## config.mk

```make
export PLATFORM = sky130hd
export DESIGN_NAME = byte_select_register
export DESIGN_NICKNAME = d
export VERILOG_FILES = /design/src/rtl/byte_select_register.sv
export SDC_FILE = /design/constraint.sdc
export NUM_CORES = 1
export LEC_CHECK = 0
export BUFFER_PORTS_ARGS = -buffer_cell sky130_fd_sc_hd__buf_2
export CORE_MARGIN = 1.5
export CORE_UTILIZATION = 50
export CTS_CLUSTER_SIZE = 28
export DETAILED_ROUTE_END_ITERATION = 7
export GPL_TIMING_DRIVEN = 0
export PLACE_DENSITY = 0.74
export SETUP_SLACK_MARGIN = 0.15
export SLEW_MARGIN = 20
export SYNTH_ARGS = -nofsm -noshare
export SYNTH_HDL_FRONTEND = slang
export SYNTH_SLANG_ARGS = --single-unit
```

## constraint.sdc

```tcl
create_clock -name i_clk -period 1.7 [get_ports i_clk]
set_input_delay 0.085 -clock i_clk [delete_from_list [all_inputs] [get_ports i_clk]]
set_output_delay 0.085 -clock i_clk [all_outputs]
set_load 0.02 [all_outputs]
```

## src/rtl/byte_select_register.sv

```systemverilog
`default_nettype none
// ============================================================================
//  Module      : byte_select_register
//  Description : Wide storage register made of ADDR_WIDTH slots of DATA_WIDTH
//                bits, written and read one slot at a time through
//                i_byte_sel. The whole contents are always visible in
//                parallel on o_full_data. Intended for byte-serial CPU buses
//                that program wide per-line control vectors (e.g. interrupt
//                enable / edge-type masks).
//  Ports       :
//      i_clk        - clock; all state updates on the rising edge
//      i_reset      - asynchronous active-low reset; clears every slot
//      i_write      - write strobe for the selected slot
//      i_byte_sel   - slot index for writes and for the o_data read
//      i_data       - write data
//      o_data       - contents of slot i_byte_sel (combinational)
//      o_full_data  - all slots, slot k on [k*DATA_WIDTH +: DATA_WIDTH]
//  Revision    : 1.0 - initial release
// ============================================================================
module byte_select_register #(
    parameter int DATA_WIDTH = 8,
    parameter int ADDR_WIDTH = 32,
    parameter int SEL_W      = (ADDR_WIDTH > 1) ? $clog2(ADDR_WIDTH) : 1
) (
    input  logic                             i_clk,
    input  logic                             i_reset,
    input  logic                             i_write,
    input  logic [SEL_W-1:0]                 i_byte_sel,
    input  logic [DATA_WIDTH-1:0]            i_data,
    output logic [DATA_WIDTH-1:0]            o_data,
    output logic [DATA_WIDTH*ADDR_WIDTH-1:0] o_full_data
);

    logic [DATA_WIDTH-1:0] r_slot [ADDR_WIDTH];
    logic [DATA_WIDTH-1:0] w_data;

    // Slot decoding compares the select against every legal index. A select
    // value >= ADDR_WIDTH matches no slot, so such writes are dropped and the
    // read mux falls through to zero without a separate range check.
    always_ff @(posedge i_clk or negedge i_reset) begin
        if (!i_reset) begin
            for (int k = 0; k < ADDR_WIDTH; k++) begin
                r_slot[k] <= '0;
            end
        end else if (i_write) begin
            for (int k = 0; k < ADDR_WIDTH; k++) begin
                if (i_byte_sel == SEL_W'(k)) begin
                    r_slot[k] <= i_data;
                end
            end
        end
    end

    // Read path shows stored contents only: during a write cycle the old
    // value is visible until the clock edge (no write-through bypass).
    always_comb begin
        w_data = '0;
        for (int k = 0; k < ADDR_WIDTH; k++) begin
            if (i_byte_sel == SEL_W'(k)) begin
                w_data = r_slot[k];
            end
        end
    end

    assign o_data = w_data;

    generate
        for (genvar g = 0; g < ADDR_WIDTH; g++) begin : g_pack
            assign o_full_data[g*DATA_WIDTH +: DATA_WIDTH] = r_slot[g];
        end
    endgenerate

endmodule
`default_nettype wire

```

Word level (Yosys, flattened, before mapping)
Index checks and enable logic that the tools add are counted.
{"block": "classes", "muxes": 32, "n_bitwise": 0, "magnitude_cmp": 0, "n_eq_ne": 31, "reduce_logical": 33, "n_div": 0, "shift": 0, "mul": 0, "n_addsub": 0}
{"op": "$mux W8", "count": 32}
{"op": "$eq A5 B5 Y1 const B", "count": 16}
{"op": "$reduce_and A2 Y1", "count": 32}
{"op": "$eq A5 B4 Y1 const B", "count": 8}
{"op": "$eq A5 B3 Y1 const B", "count": 4}
{"op": "$eq A5 B2 Y1 const B", "count": 2}
{"op": "$eq A5 B1 Y1 const B", "count": 1}
{"op": "$logic_not A5 Y1", "count": 1}
{"block": "totals", "output_inout_bits": 264, "latchBits": 0, "memories": 0, "ramBits": 0, "input_bits": 16, "regBits": 256, "mem_bits_ro": 0, "word_cells": 128}

Depth between registers and ports, before layout
{"block": "depth", "word_depth": 33, "mapped_depth": 10, "depth_no_buf": 6}

Worst setup path before layout
OpenSTA, ideal clock, no wires.
{"block": "synth_timing", "kind": "register -> output", "start": "register r_slot, in the netlist o_full_data[59]", "end": "output o_data[3]", "t_required_ns": 1.615, "path_slack_ns": -0.149, "stages_incl_launch_ff": 7, "arrival_time_ns": 1.764, "n_path_buf": 0, "path_cell_list": "dfrtp_1 mux2i_1 a211oi_1 a211oi_1 a2111oi_1 o31ai_1 a31oi_1"}
{"block": "synth_between", "elab_chain_cells": 25}
{"item": "from (decl)", "line_no": "34", "rtl": "logic [DATA_WIDTH-1:0] r_slot [ADDR_WIDTH];"}
{"item": "from (signal, indexed assignment)", "line_no": "48", "rtl": "r_slot[k] <= i_data;"}
{"item": "$mux W8 (25 in series)", "line_no": "59", "rtl": "if (i_byte_sel == SEL_W'(k)) begin"}
{"item": "to (decl)", "line_no": "30", "rtl": "output logic [DATA_WIDTH-1:0] o_data,"}
Every way passes these cells.

Worst setup path in the final report
{"block": "layout_timing", "start": "input i_byte_sel[1]", "end": "output o_data[7]"}
{"block": "layout_between", "elab_chain_cells": 33, "elab_cells_between_ends": 64, "cone_classes": "31 x eq/ne; 32 x mux; 1 x reduce/logical"}
{"item": "from (decl)", "line_no": "28", "rtl": "input logic [SEL_W-1:0] i_byte_sel,"}
{"item": "$logic_not A5 Y1", "line_no": "59"}
{"item": "$mux W8 (31 in series)", "line_no": "59"}
{"item": "$mux W8 (*)", "line_no": "59"}
Every way passes the cells marked *; elsewhere a longest branch is shown, timed or not.

==> impl_metrics.yaml <==
drt:
  drc: 0
  antenna_left: 0
  drt_wl_total_mm: 60.2
  routedWlPerCell_um: 33.9
  first_pass_iters: 7
  vias_per_cell: 6.72
  drtIter0Drc: 1559
  vias: 11900
sta:
  min_period_ps: 2750
  rsz0062_at_grt: "yes"
  tightest_slew_ps: 1160
  layout_setup_ws_ps: -1050
  maxSlewViolCount: 0
  relSlewSlack_pct: 22.7
  skew_ps: 0
  setup_violations: 8
  holdWs_ps: 75.6
  finalHoldViolations: 0
  max_freq_mhz: 363
  finalCritPeriodShare_pct: 162
  fin_tns_setup_ps: -6560
placed_design:
  place.gp.congestion: 1.01
  hpwl_mm: 42.9
  portBuffers: 277
critical_path:
  crit_fanout: 10
  worstSetupEndpointType: "output port"
  slowest_stage: "o21ai_0"
  cp_top_family: "compound AO/OA/AOI/OAI gates"
  r2r_start: "o_full_data[12]$_DFFE_PN0P_"
  cp_cell_sequence: "buf_2, buf_6, buf_6, buf_6, buf_4, o21ai_0, nand2_1, a21oi_1, o21ai_0, o2111ai_1, o21ai_2, buf_6"
  worst-path-buf-inv: 6
  r2r_slack_ps: 670
  arrival_ps: 2670
  ff2ff_path_depth: 3
  path_class: "input pin to output port"
  crit_path_start_kind: "input pin"
  r2r_end: "o_full_data[12]$_DFFE_PN0P_"
  cp_slowest_stage_delay_ps: 570
  worst_ep_required_time_ps: 1620
  cp_common_cell: "buf_6"
power_and_ir_drop:
  power_leakage_nw: 7.75
  ir_worst_vdd_uv: 1060
  p_per_area_mw_per_mm2: 1220
synth:
  synth_top_area_cell: "dfrtp_1"
  synth_area_leaders: "dfrtp_1 (49%), mux2_2 (23%), mux2i_1 (2.3%)"
  ys_seq_elements: 256
  yosysSeqAreaShare_pct: 49.1
  synth.top_cell.area_share_pct: 49.1
  syn_nets: 1103
  synth_flop_cell: "dfrtp_1"
  async_flop_share_pct: 100
  synth_area_mm2: 0.0131
  synth.distinct_cells: 75
  avgSynthCellArea_um2: 12.0
  synth_warnings: 0
  synth_edf_count: 0
  syn_inst: 1087
cts:
  max-clock-path-buffers: 3
  cts_inserted_buffers: 26
  cts_root_buf: "clkbuf_16"
  cts.sinks: 256
  clkLatencyLatePin_ps: 560
  htreeDepth: 1
  cts.clk_slew.worst_paths_ps: 60
  cts_tree: "yes"
final_layout:
  layout_commonest_cell: "buf_2"
  area_growth_pct: 27.9
  layout.nets: 1444
  drive_above_1_share_pct: 54.7
  largest_reg_flops: 256
  final_cell_mix: "buf_2 (284), mux2_2 (267), dfrtp_1 (243), buf_4 (48), a21oi_1 (47)"
  n_fill_cell: 2030
global_routing:
  gr-total-overflow: 0
  track_usage_pct: 44.3
  grt_pass1_vias: 11600
  grt_first_pass_wirelength_mm: 83.8
  antenna_found_initial: 0
  grt_max_degree: 101
floorplanning:
  core_mm2: 0.0254
  start_util_pct: 51.4
  io_pins: 280
  dieArea_mm2: 0.0271
  floorplan.rows: 58
  dieWidth_um: 165
  die_y_um: 165
outcome:
  failed_checks: "setup timing"
  status: "finished with violations"
job:
  maxCapViolations: 0
worst_hold_path:
  min_path_type: "input pin to asynchronous set/reset pin"
## metrics by stage
| step | power [mW] | util (%) | area (um^2) | setup slack [ps] | cells |
|---|---|---|---|---|---|
| 6_report | 20.4 | 65.7 | 16700 | -1050 | 1777 |
| 2_1_floorplan | 11.8 | - | 13200 | -39.4 | 1087 |
| 5_1_grt | 20.9 | 65.7 | 16700 | -945 | 1775 |
| 4_1_cts | 20.1 | 65.0 | 16500 | -909 | 1770 |
| 3_3_place_gp | 14.4 | 59.2 | 15000 | -4420 | 1694 |
| 3_5_place_dp | 14.5 | 59.5 | 15100 | -1320 | 1696 |
## logic make-up (layout without fill, tap and decap cells)
group	after synthesis	after routing	synth area share, %
compound gates	233	233	11.8
buf+inv	93	451	3.68
flops	256	256	49.1
mux	306	306	26.8
other cells	0	2	0
simple gates	199	199	8.65
## per-layer routing
layer / part of all wire, % / global-route usage [%]
met1: 40 / 59.6
met2: 45 / 66.8
met3: 9.4 / 9.04
met4: 5.8 / 25.3
met5: 0 / 0
## cells in the mapped netlist (7+ instances only)
master,number
a211oi_1,8
a21oi_1,55
a31oi_1,20
buf_2,33
buf_4,18
clkbuf_1,31
dfrtp_1,256
mux2_2,267
mux2i_1,30
mux4_2,8
nand2_1,39
nand2_2,9
nand2b_1,13
nor2_1,27
nor2_2,20
nor2b_1,12
nor3_1,26
o211ai_1,8
o21ai_0,49
o22ai_1,14
o32ai_1,9
or3_1,7
## worst max-delay path by stage
| stage | from | end | slack, ps | cells past startpoint |
|---|---|---|---|---|
| after floorplan | o_full_data[27]$_DFFE_PN0P_ | o_data[3] | -40 | 5 |
| after global placement | i_reset | o_full_data[18]$_DFFE_PN0P_ | -4420 | 1 |
| after detailed placement | i_byte_sel[1] | o_data[2] | -1320 | 10 |
| after CTS | o_full_data[167]$_DFFE_PN0P_ | o_data[7] | -910 | 7 |
| after global routing | o_full_data[167]$_DFFE_PN0P_ | o_data[7] | -940 | 7 |
| final | i_byte_sel[1] | o_data[7] | -1050 | 12 |
## layout make-up
class / instances / area, um^2 / area share, %
multi-input cells: 738 / 6690 / 40.1
inverters: 6 / 26.3 / 0.157
clock inverters: 6 / 41.3 / 0.247
plain buffers: 87 / 563 / 3.37
flip-flops and latches: 256 / 6420 / 38.5
diodes: 2 / 5.00 / 0.0300
well taps: 330 / 413 / 2.47
repair buffers: 313 / 1800 / 10.8
clock buffers: 39 / 739 / 4.43
## report_power, final
group	switching, mW	internal, mW
registers	1.37	7.30
clock network	2.42	2.99
logic	3.83	2.45
## what timing repair did
item	in CTS	in global routing
setup buffers	20	5
resized for setup	84	36
setup endpoints to repair	208	116
hold buffers	9	0
pin swaps	22	18
hold endpoints to repair	123	0
No activity file was read; power rests on OpenSTA's default activity.
